**src/rtl/intersection_pkg.sv**
```systemverilog
// Shared state encoding, lamp decode and default phase timing for the
// two-approach intersection controller.
package intersection_pkg;

    localparam int GREEN_MIN_DEF = 8;
    localparam int GREEN_MAX_DEF = 20;
    localparam int YELLOW_T_DEF  = 3;
    localparam int ALLRED_T_DEF  = 2;
    localparam int WALK_T_DEF    = 6;
    localparam int CNT_W_DEF     = 5;

    typedef enum logic [2:0] {
        ST_OFF    = 3'd0,
        ST_NS_GRN = 3'd1,
        ST_NS_YEL = 3'd2,
        ST_NS_CLR = 3'd3,
        ST_EW_GRN = 3'd4,
        ST_EW_YEL = 3'd5,
        ST_EW_CLR = 3'd6
    } state_e;

    typedef struct packed {
        logic nsRed;
        logic nsYellow;
        logic nsGreen;
        logic ewRed;
        logic ewYellow;
        logic ewGreen;
    } lamps_t;

    // Moore lamp decode; anything outside the legal states shows everything dark.
    function automatic lamps_t decodeLamps(input state_e st);
        lamps_t l;
        l = '0;
        case (st)
            ST_NS_GRN: begin l.nsGreen  = 1'b1; l.ewRed = 1'b1; end
            ST_NS_YEL: begin l.nsYellow = 1'b1; l.ewRed = 1'b1; end
            ST_EW_GRN: begin l.ewGreen  = 1'b1; l.nsRed = 1'b1; end
            ST_EW_YEL: begin l.ewYellow = 1'b1; l.nsRed = 1'b1; end
            ST_NS_CLR,
            ST_EW_CLR: begin l.nsRed    = 1'b1; l.ewRed = 1'b1; end
            default:   l = '0;
        endcase
        return l;
    endfunction

    function automatic logic isClear(input state_e st);
        return (st == ST_NS_CLR) || (st == ST_EW_CLR);
    endfunction

endpackage

```
**src/rtl/phase_timer.sv**
```systemverilog
// Saturating phase timer with synchronous clear and a terminal compare
// (count has reached or passed the supplied terminal value).
module phase_timer #(
    parameter int CNT_W = 5
) (
    input  logic             clk_i,
    input  logic             rstN_i,
    input  logic             clr_i,
    input  logic [CNT_W-1:0] term_i,
    output logic [CNT_W-1:0] cnt_o,
    output logic             reached_o
);

    logic [CNT_W-1:0] cnt_q;
    logic [CNT_W-1:0] cnt_d;

    always_comb begin
        cnt_d = cnt_q;
        if (clr_i) begin
            cnt_d = '0;
        end else if (cnt_q != {CNT_W{1'b1}}) begin
            cnt_d = cnt_q + CNT_W'(1);
        end
    end

    always_ff @(posedge clk_i) begin
        if (!rstN_i) begin
            cnt_q <= '0;
        end else begin
            cnt_q <= cnt_d;
        end
    end

    assign cnt_o     = cnt_q;
    assign reached_o = (cnt_q >= term_i);

endmodule

```
**src/rtl/intersection_ctrl.sv**
```systemverilog
// Timer-driven Moore controller for NS/EW signal heads with a latched
// pedestrian walk served during the all-red clearance.
module intersection_ctrl
    import intersection_pkg::*;
#(
    parameter int GREEN_MIN = GREEN_MIN_DEF,
    parameter int GREEN_MAX = GREEN_MAX_DEF,
    parameter int YELLOW_T  = YELLOW_T_DEF,
    parameter int ALLRED_T  = ALLRED_T_DEF,
    parameter int WALK_T    = WALK_T_DEF,
    parameter int CNT_W     = CNT_W_DEF
) (
    input  logic       clk,
    input  logic       reset,
    input  logic       enb,
    input  logic       req_ns,
    input  logic       req_ew,
    input  logic       ped_req,
    output logic       ns_red,
    output logic       ns_yellow,
    output logic       ns_green,
    output logic       ew_red,
    output logic       ew_yellow,
    output logic       ew_green,
    output logic       walk,
    output logic [2:0] state_out
);

    state_e           state_q, state_d;
    logic             pedPend_q, pedPend_d;
    logic             walkAct_q, walkAct_d;
    logic [CNT_W-1:0] timer;
    logic [CNT_W-1:0] term;
    logic             reached;
    logic             maxHit;
    logic             stateChange;
    lamps_t           lamps;

    // Terminal count for the current phase; in green it marks the minimum.
    always_comb begin
        term = '0;
        case (state_q)
            ST_NS_GRN, ST_EW_GRN: term = CNT_W'(GREEN_MIN - 1);
            ST_NS_YEL, ST_EW_YEL: term = CNT_W'(YELLOW_T - 1);
            ST_NS_CLR, ST_EW_CLR: term = walkAct_q ? CNT_W'(WALK_T - 1) : CNT_W'(ALLRED_T - 1);
            default:              term = '0;
        endcase
    end

    assign maxHit      = (timer == CNT_W'(GREEN_MAX - 1));
    assign stateChange = (state_d != state_q);

    phase_timer #(
        .CNT_W(CNT_W)
    ) u_timer (
        .clk_i    (clk),
        .rstN_i   (reset),
        .clr_i    (stateChange),
        .term_i   (term),
        .cnt_o    (timer),
        .reached_o(reached)
    );

    always_comb begin
        state_d = state_q;
        case (state_q)
            ST_OFF:    if (enb) state_d = ST_EW_CLR;
            ST_NS_GRN: if (!enb || ((reached || maxHit) && (req_ew || pedPend_q))) state_d = ST_NS_YEL;
            ST_NS_YEL: if (reached) state_d = ST_NS_CLR;
            ST_NS_CLR: if (reached) state_d = enb ? ST_EW_GRN : ST_OFF;
            ST_EW_GRN: if (!enb || ((reached || maxHit) && (req_ns || pedPend_q))) state_d = ST_EW_YEL;
            ST_EW_YEL: if (reached) state_d = ST_EW_CLR;
            ST_EW_CLR: if (reached) state_d = enb ? ST_NS_GRN : ST_OFF;
            default:   state_d = ST_OFF;
        endcase
    end

    // A request arriving on the very edge that enters clearance is served by that clearance.
    always_comb begin
        pedPend_d = pedPend_q;
        walkAct_d = walkAct_q;
        if (ped_req && enb && !walkAct_q) begin
            pedPend_d = 1'b1;
        end
        if (isClear(state_d) && !isClear(state_q)) begin
            walkAct_d = pedPend_d;
            pedPend_d = 1'b0;
        end else if (isClear(state_q) && !isClear(state_d)) begin
            walkAct_d = 1'b0;
        end
    end

    always_ff @(posedge clk) begin
        if (!reset) begin
            state_q   <= ST_OFF;
            pedPend_q <= 1'b0;
            walkAct_q <= 1'b0;
        end else begin
            state_q   <= state_d;
            pedPend_q <= pedPend_d;
            walkAct_q <= walkAct_d;
        end
    end

    assign lamps     = decodeLamps(state_q);
    assign ns_red    = lamps.nsRed;
    assign ns_yellow = lamps.nsYellow;
    assign ns_green  = lamps.nsGreen;
    assign ew_red    = lamps.ewRed;
    assign ew_yellow = lamps.ewYellow;
    assign ew_green  = lamps.ewGreen;
    assign walk      = walkAct_q && isClear(state_q);
    assign state_out = state_q;

endmodule

```
**config.mk**
```make
export PLATFORM = sky130hd
export DESIGN_NAME = intersection_ctrl
export DESIGN_NICKNAME = d
export VERILOG_FILES = /design/src/rtl/intersection_pkg.sv /design/src/rtl/phase_timer.sv /design/src/rtl/intersection_ctrl.sv
export SDC_FILE = /design/constraint.sdc
export NUM_CORES = 1
export LEC_CHECK = 0
export CAP_MARGIN = 20
export CORE_ASPECT_RATIO = 0.7
export CORE_MARGIN = 4
export CORE_UTILIZATION = 40
export CTS_BUF_LIST = sky130_fd_sc_hd__clkbuf_2 sky130_fd_sc_hd__clkbuf_4 sky130_fd_sc_hd__clkbuf_8
export CTS_CLUSTER_SIZE = 8
export DETAILED_ROUTE_END_ITERATION = 7
export GPL_ROUTABILITY_DRIVEN = 0
export GPL_TIMING_DRIVEN = 0
export HOLD_SLACK_MARGIN = 0.03
export PLACE_DENSITY = 0.66
export SYNTH_ARGS = -nofsm -noshare
export SYNTH_HDL_FRONTEND = slang
export SYNTH_HIERARCHICAL = 1
export SYNTH_SLANG_ARGS = --single-unit
```
**constraint.sdc**
```tcl
create_clock -name clk -period 3.8 [get_ports clk]
set_input_delay 1.14 -clock clk [delete_from_list [all_inputs] [get_ports clk]]
set_output_delay 1.14 -clock clk [all_outputs]
set_load 0.02 [all_outputs]
```
* After elaboration in Yosys (flattened, before gate mapping)
Cells that the tools add are included.
** Storage, ports and cells
- Memory bits (read-only) :: 0
- Input port bits :: 6
- Logic and storage cells :: 66
- RAM bits :: 0
- Latch bits :: 0
- Memories :: 0
- Output and inout bits :: 10
- Flip-flop bits (word level) :: 10
** Cells by class
- Shift operators :: 0
- Muxes and demuxes :: 21
- $add $sub $neg :: 1
- Divide/modulo/power cells :: 0
- Equal/unequal tests :: 11
- Multiply operators :: 0
- Order comparisons :: 1
- Bitwise gates (word level) :: 1
- Reductions and logical operators :: 27
** Operator list (number)
- $mux 3 :: 9
- $pmux 3 s7 :: 1
- $eq 3x3->1 const B :: 4
- $mux 1 :: 10
- $reduce_or 2->1 :: 5
- $eq 3x2->1 const B :: 3
- $pmux 3 s3 :: 1
- $reduce_or 4->1 :: 2
- $logic_and 1x1->1 :: 7
- $logic_or 1x1->1 :: 7
- $add 5x1->5 const B :: 1
- $eq 5x5->1 const B :: 1
- $ge 5x3->1 :: 1
- $ne 5x5->1 const B :: 1
- $logic_not 1->1 :: 4
- $eq 3x1->1 const B :: 1
- $logic_not 3->1 :: 1
- $ne 3x3->1 :: 1
- $reduce_bool 2->1 :: 1
- $not 1->1 :: 1

* Depth between registers and ports, before layout
- Depth after elaboration :: 15
- Depth in mapped cells :: 15
- Mapped depth without buffers :: 13

* By module
Netlist, hierarchy kept.
** Modules (own cells, without submodules)
- intersection_ctrl :: times used 1, cells an instance 66, seq. area each 100.1 um2, area each 545.5 um2
- phase_timer :: times used 1, cells an instance 37, seq. area each 100.1 um2, area each 332.8 um2

* Worst setup path before layout
OpenSTA, ideal clock, no wires.
- Path type :: reg2reg
- Start :: register state_q[2] (netlist: state_out[2])
- End :: register walkAct_q
- Setup time :: 0.070 ns
- Arrival time :: 3.236 ns
- Stages on the path, launching flop included :: 15
- Setup slack :: 0.494 ns
- Clock period less this slack :: 3.306 ns
- Required time :: 3.730 ns
- Buffers on the path :: 2
- Cell sequence :: dfxtp_1 > buf_6 > xor2_2 > a21boi_1 > inv_1 > ha_1 > a21o_1 > a31oi_1 > o21ai_0 > buf_6 > and2_4 > mux4_2 > ha_1 > or3b_1 > a21boi_1
** Between the ends
- Longest elaborated chain between the ends :: 14
- Elaborated cells between the ends (all ways) :: 35
- Classes of those cells :: order compare: 1; eq/ne: 8; mux: 10; reduce/logical: 16
** RTL lines
- start, declared :: line intersection_ctrl.sv:29 : state_e state_q, state_d;
- start signal, assigned :: line intersection_ctrl.sv:99 : state_q <= state_d;
- $eq 3x2->1 (tied with other cells) :: line intersection_ctrl.sv:42 : case (state_q)
- $reduce_or 2->1 (on tied branches)
- $pmux 3 s3 * :: line intersection_ctrl.sv:42
- via term[0] :: line intersection_ctrl.sv:33 : logic [CNT_W-1:0] term;
- $ge 5x3->1 * :: line phase_timer.sv:35 : assign reached_o = (cnt_q >= term_i);
- via reached :: line intersection_ctrl.sv:34 : logic reached;
- $logic_or 1x1->1 :: line intersection_ctrl.sv:68, intersection_ctrl.sv:71
- $logic_and 1x1->1 (on tied branches) :: line intersection_ctrl.sv:71, intersection_ctrl.sv:68
- $logic_or 1x1->1 (on tied branches) :: line intersection_ctrl.sv:71, intersection_ctrl.sv:68
- $mux 3 (on tied branches) :: line intersection_ctrl.sv:71, intersection_ctrl.sv:68
- $pmux 3 s7 * :: line intersection_ctrl.sv:66 : case (state_q)
- $eq 3x2->1 or $eq 3x3->1 (tied branches) :: line intersection_pkg.sv:48 : return (st == ST_NS_CLR) || (st == ST_EW_CLR);
- $logic_or 1x1->1 * :: line intersection_pkg.sv:48
- $logic_not 1->1 :: line intersection_ctrl.sv:88 : end else if (isClear(state_q) && !isClear(state_d)) begin
- $logic_and 1x1->1 :: line intersection_ctrl.sv:88
- $reduce_bool 2->1 (no line)
- end signal, assigned :: line intersection_ctrl.sv:101 : walkAct_q <= walkAct_d;
- end, declared :: line intersection_ctrl.sv:31 : logic walkAct_q, walkAct_d;
The timed path passes the listed nets; every way through them passes the cells marked *.
A chain may end at the register's enable or synchronous reset.

* Final worst setup path
Same ends and word-level chain as after synthesis.

==> results.txt <==
* Clock input transition at the sequential cells of the worst setup and hold paths: 0.08 ns
- Pin count of the biggest net entering global routing: 11
* Number of flops mapped to enable cells by yosys: 0
* Post-CTS repair timing setup buffer count: 0
* Post-route clock period utilization: 88.7%
- Setup WS post-layout: 0.430 ns
- The wire-length estimate of the detail-placed layout is roughly 1500 microns.
* First-pass GRT wire length: ~3200 microns
- For this run, the total global-route usage over all layers was measured as 14.0%.
- Syn_area_per_cell: 8.53 sq um
- Antenna violations before repair: 0
- After the first detailed-routing iteration, the DRC count stood at 38.
* Number of sinks on the clock net: 10
- For this run, design rule violations remaining after detail routing come to 0.
- Worst setup timing slack at the placement stage: 0.448 ns
* Category of the most critical setup path: reg -> reg
- The worst setup path is launched from a flop.
* Minimum clock period: 3.37 ns
- Total number of H-tree levels: 1
- Number of maximum-capacitance violations: 0
- The floorplan step defined a core boundary enclosing 0.00197 sq mm.
- Vias after detailed routing: 761
- Clock tree from TritonCTS: done
- Setup violations remaining at the end of the flow were counted as 0.
* Peak clock frequency supported by timing: about 300 MHz
- After routing the design area is 0.00111 sq mm.
- After detailed routing, the average wire length per cell comes to around 13 microns.
* Number of instances in the synthesized netlist: 103
- The worst register-to-register path ends at walkAct_q.
* Hold/Removal Path Class: reg -> reg
- The netlist uses between 40 and 50 different library cells.
- The detail route stage leaves a number of antenna-violating nets equal to 0.
* Die X-Extent: 64.0 microns
- The number of pins exceeding their max-slew limit in the final report came to 0.
* Worst skew pair latency: 0.27 ns
- The worst hold path was traced through 2 stages.
* Clk root buf: sky130_fd_sc_hd__clkbuf_4
- The first detailed-routing pass took 4 iterations.
- For this configuration, the core starts out at a cell density of 44.6%.
- Result of the run: complete, no violations
- Final-layout setup total negative slack: 0 ns
- In the synthesized netlist the dominant register cell turns out to be sky130_fd_sc_hd__dfxtp_1.
- Cells fill a little under three fifths of the core in the end.
* Final routed wirelength across all metal layers: 1920 microns
- Maximum fanout count along the critical path: 10
- The placed instances occupy a cell area of 0.00107 sq mm.
* Top-Level Pins: 16
- The number of global-route vias before repair came to 705.
* Mapped Area: 878 sq um
* Min-Delay Endpoint: walkAct_q
* Worst Min Path Start: walkAct_q
- Vias per cell: 4.97
- For this design the static power due to leakage is 0.456 nW.
- The clock arrives with ~0.0042 ns of skew.
* Antenna cell count: 0
- Counting flops and latches in the post-synthesis netlist gives 10.
- Area of the die: roughly 0.0030 sq mm
- Once the clock tree was built, the resizer swapped 0 gates to a different size.
- The die is 47.2 microns tall.
- Data arrives at the worst endpoint at 3.58 ns.
* Count of yosys warnings during synthesis: 6
- STA classifies the critical path endpoint as a flop.
- Hold buffers post-CTS: 0
- Total power density per cell area: 454 mW/mm^2
- Port buffer count: 15
* Endpoint required time on the critical path: 4.01 ns
* Register-to-Register Path Depth: 14
- Flop2flop setup slack: 0.43 ns
- The final layout contains around 140 nets.
- The total overflow left after global routing is 0.
- Maximum number of buffers from clock root to sink: 2
- Area of the multi-input gates: just over 600 sq um
- Counting flops with an async set or reset pin after synthesis yields a share of 0%.
- VDD sags by at most around 0.19 mV.
- In the final layout, the share of cells above drive strength 1 is around 14%.
* Sequential cell area: between 200 and 250 sq um
- For this run, the register share of the synthesized area comes to 22.8%.
* RSZ-0062 raised after global routing: false
* Fill cell total of the finished layout: 197
- Reg-to-reg startpoint: state_out[2]
- After floorplanning, the core was divided into 13 placement rows.
* TritonCTS buffer count: 3
- Compared with the post-synthesis result, the final layout area differs by 25.9%.
- The number of endpoints with negative hold slack in the final report came to 0.
layer usage:
metal / GRT usage (%) / vias to the layer above / share of wire [%]
li1: - / 398 / -
met1: 19.2 / 348 / 54
met2: 20.7 / 13 / 41
met3: 5.98 / 2 / 4.3
met4: 2.58 / 0 / 0.68
met5: 0 / - / 0
state kept, by name, indices dropped and copies added (netlist names):
name / cells
u_timer/cnt_o: 5
state_out: 3
pedPend_q: 1
walkAct_q: 1
synthesized netlist by cell type, drive strengths merged (2+ instances only):
cell    count  area (sq um)
a21oi       5          28.8
ha          8           100
o21ai       2          10.0
a21boi      3          22.5
xnor2       4          35.0
nor2       14          52.6
dfxtp      10           200
buf         4          35.0
a31oi       2          12.5
nand2b      4          25.0
xor2        4          42.6
o31a        2          17.5
inv         9          33.8
and2        2          15.0
nand2       6          22.5
nor2b       2          12.5
mux2i       2          20.0
layout by cell type (no fill, tap or decap), types with 2 or more instances in the layout:
cell type / netlist / layout
sky130_fd_sc_hd__clkdlybuf4s50_1: 0 / 15
sky130_fd_sc_hd__nor2_1: 14 / 14
sky130_fd_sc_hd__dfxtp_1: 10 / 10
sky130_fd_sc_hd__inv_1: 8 / 8
sky130_fd_sc_hd__ha_1: 8 / 8
sky130_fd_sc_hd__nand2_1: 6 / 6
sky130_fd_sc_hd__nand2b_1: 4 / 4
sky130_fd_sc_hd__xnor2_1: 4 / 4
sky130_fd_sc_hd__a21oi_1: 4 / 4
sky130_fd_sc_hd__a21boi_1: 3 / 3
sky130_fd_sc_hd__xor2_1: 3 / 3
sky130_fd_sc_hd__clkbuf_4: 0 / 3
sky130_fd_sc_hd__buf_6: 2 / 2
sky130_fd_sc_hd__nor2b_1: 2 / 2
sky130_fd_sc_hd__o21ai_0: 2 / 2
sky130_fd_sc_hd__a31oi_1: 2 / 2
sky130_fd_sc_hd__o31a_1: 2 / 2
sky130_fd_sc_hd__conb_1: 1 / 2
sky130_fd_sc_hd__mux2i_1: 2 / 2
through the flow:
| step | hold WS, ns | power [mW] | instances |
|---|---|---|---|
| 6_report | 0.458 | 0.502 | 153 |
| 5_1_grt | 0.509 | 0.540 | 153 |
| 4_1_cts | 0.465 | 0.506 | 153 |
| 3_5_place_dp | 0.454 | 0.402 | 149 |
| 3_3_place_gp | 0.437 | 0.400 | 149 |
| 2_1_floorplan | 0.431 | 0.325 | 104 |
layout make-up:
type	count	area share (%)
plain buffers	4	3.17
clock buffers	4	3.28
inverters	9	3.05
multi-input cells	81	55.4
flip-flops and latches	10	18.1
well taps	30	3.39
repair buffers	15	13.6
cell families after synthesis:
kind of cell | synth area share (%)
buffers and inverters | 7.83
DFF | 22.8
adders and majority gates | 11.4
AOI/OAI and AO/OA | 22.2
other | 0.427
xor gates and xnor gates | 8.83
and+or+nand+nor | 21.7
muxes | 4.84
worst max-delay path, cell delays in order (launching register included):
cell	delay, ns
sky130_fd_sc_hd__dfxtp_1	0.43
sky130_fd_sc_hd__buf_6	0.19
sky130_fd_sc_hd__xor2_2	0.20
sky130_fd_sc_hd__a21boi_1	0.17
sky130_fd_sc_hd__inv_1	0.06
sky130_fd_sc_hd__ha_1	0.30
sky130_fd_sc_hd__a21o_1	0.16
sky130_fd_sc_hd__a31oi_1	0.12
sky130_fd_sc_hd__o21ai_0	0.12
sky130_fd_sc_hd__buf_6	0.16
sky130_fd_sc_hd__and2_4	0.16
sky130_fd_sc_hd__mux4_2	0.45
sky130_fd_sc_hd__ha_1	0.29
sky130_fd_sc_hd__or3b_1	0.37
sky130_fd_sc_hd__a21boi_1	0.14
power breakdown:
group / internal (mW) / total [mW] / switching, mW
sequential: 0.119 / 0.137 / 0.0183
combinational: 0.127 / 0.263 / 0.135
clock: 0.0582 / 0.103 / 0.0444
total: 0.304 / 0.502 / 0.198
worst max-delay path by stage:
stage,startpoint,end,slack (ns),cells after the start
finish,state_out[2],walkAct_q,0.43,14
global route,state_out[2],walkAct_q,0.18,14
CTS,state_out[2],walkAct_q,0.41,14
detailed placement,state_out[2],walkAct_q,0.45,14
global placement,state_out[2],walkAct_q,0.43,14
floorplan,state_out[2],walkAct_q,0.49,14
Note: power is estimated with default switching activity, not from simulation.
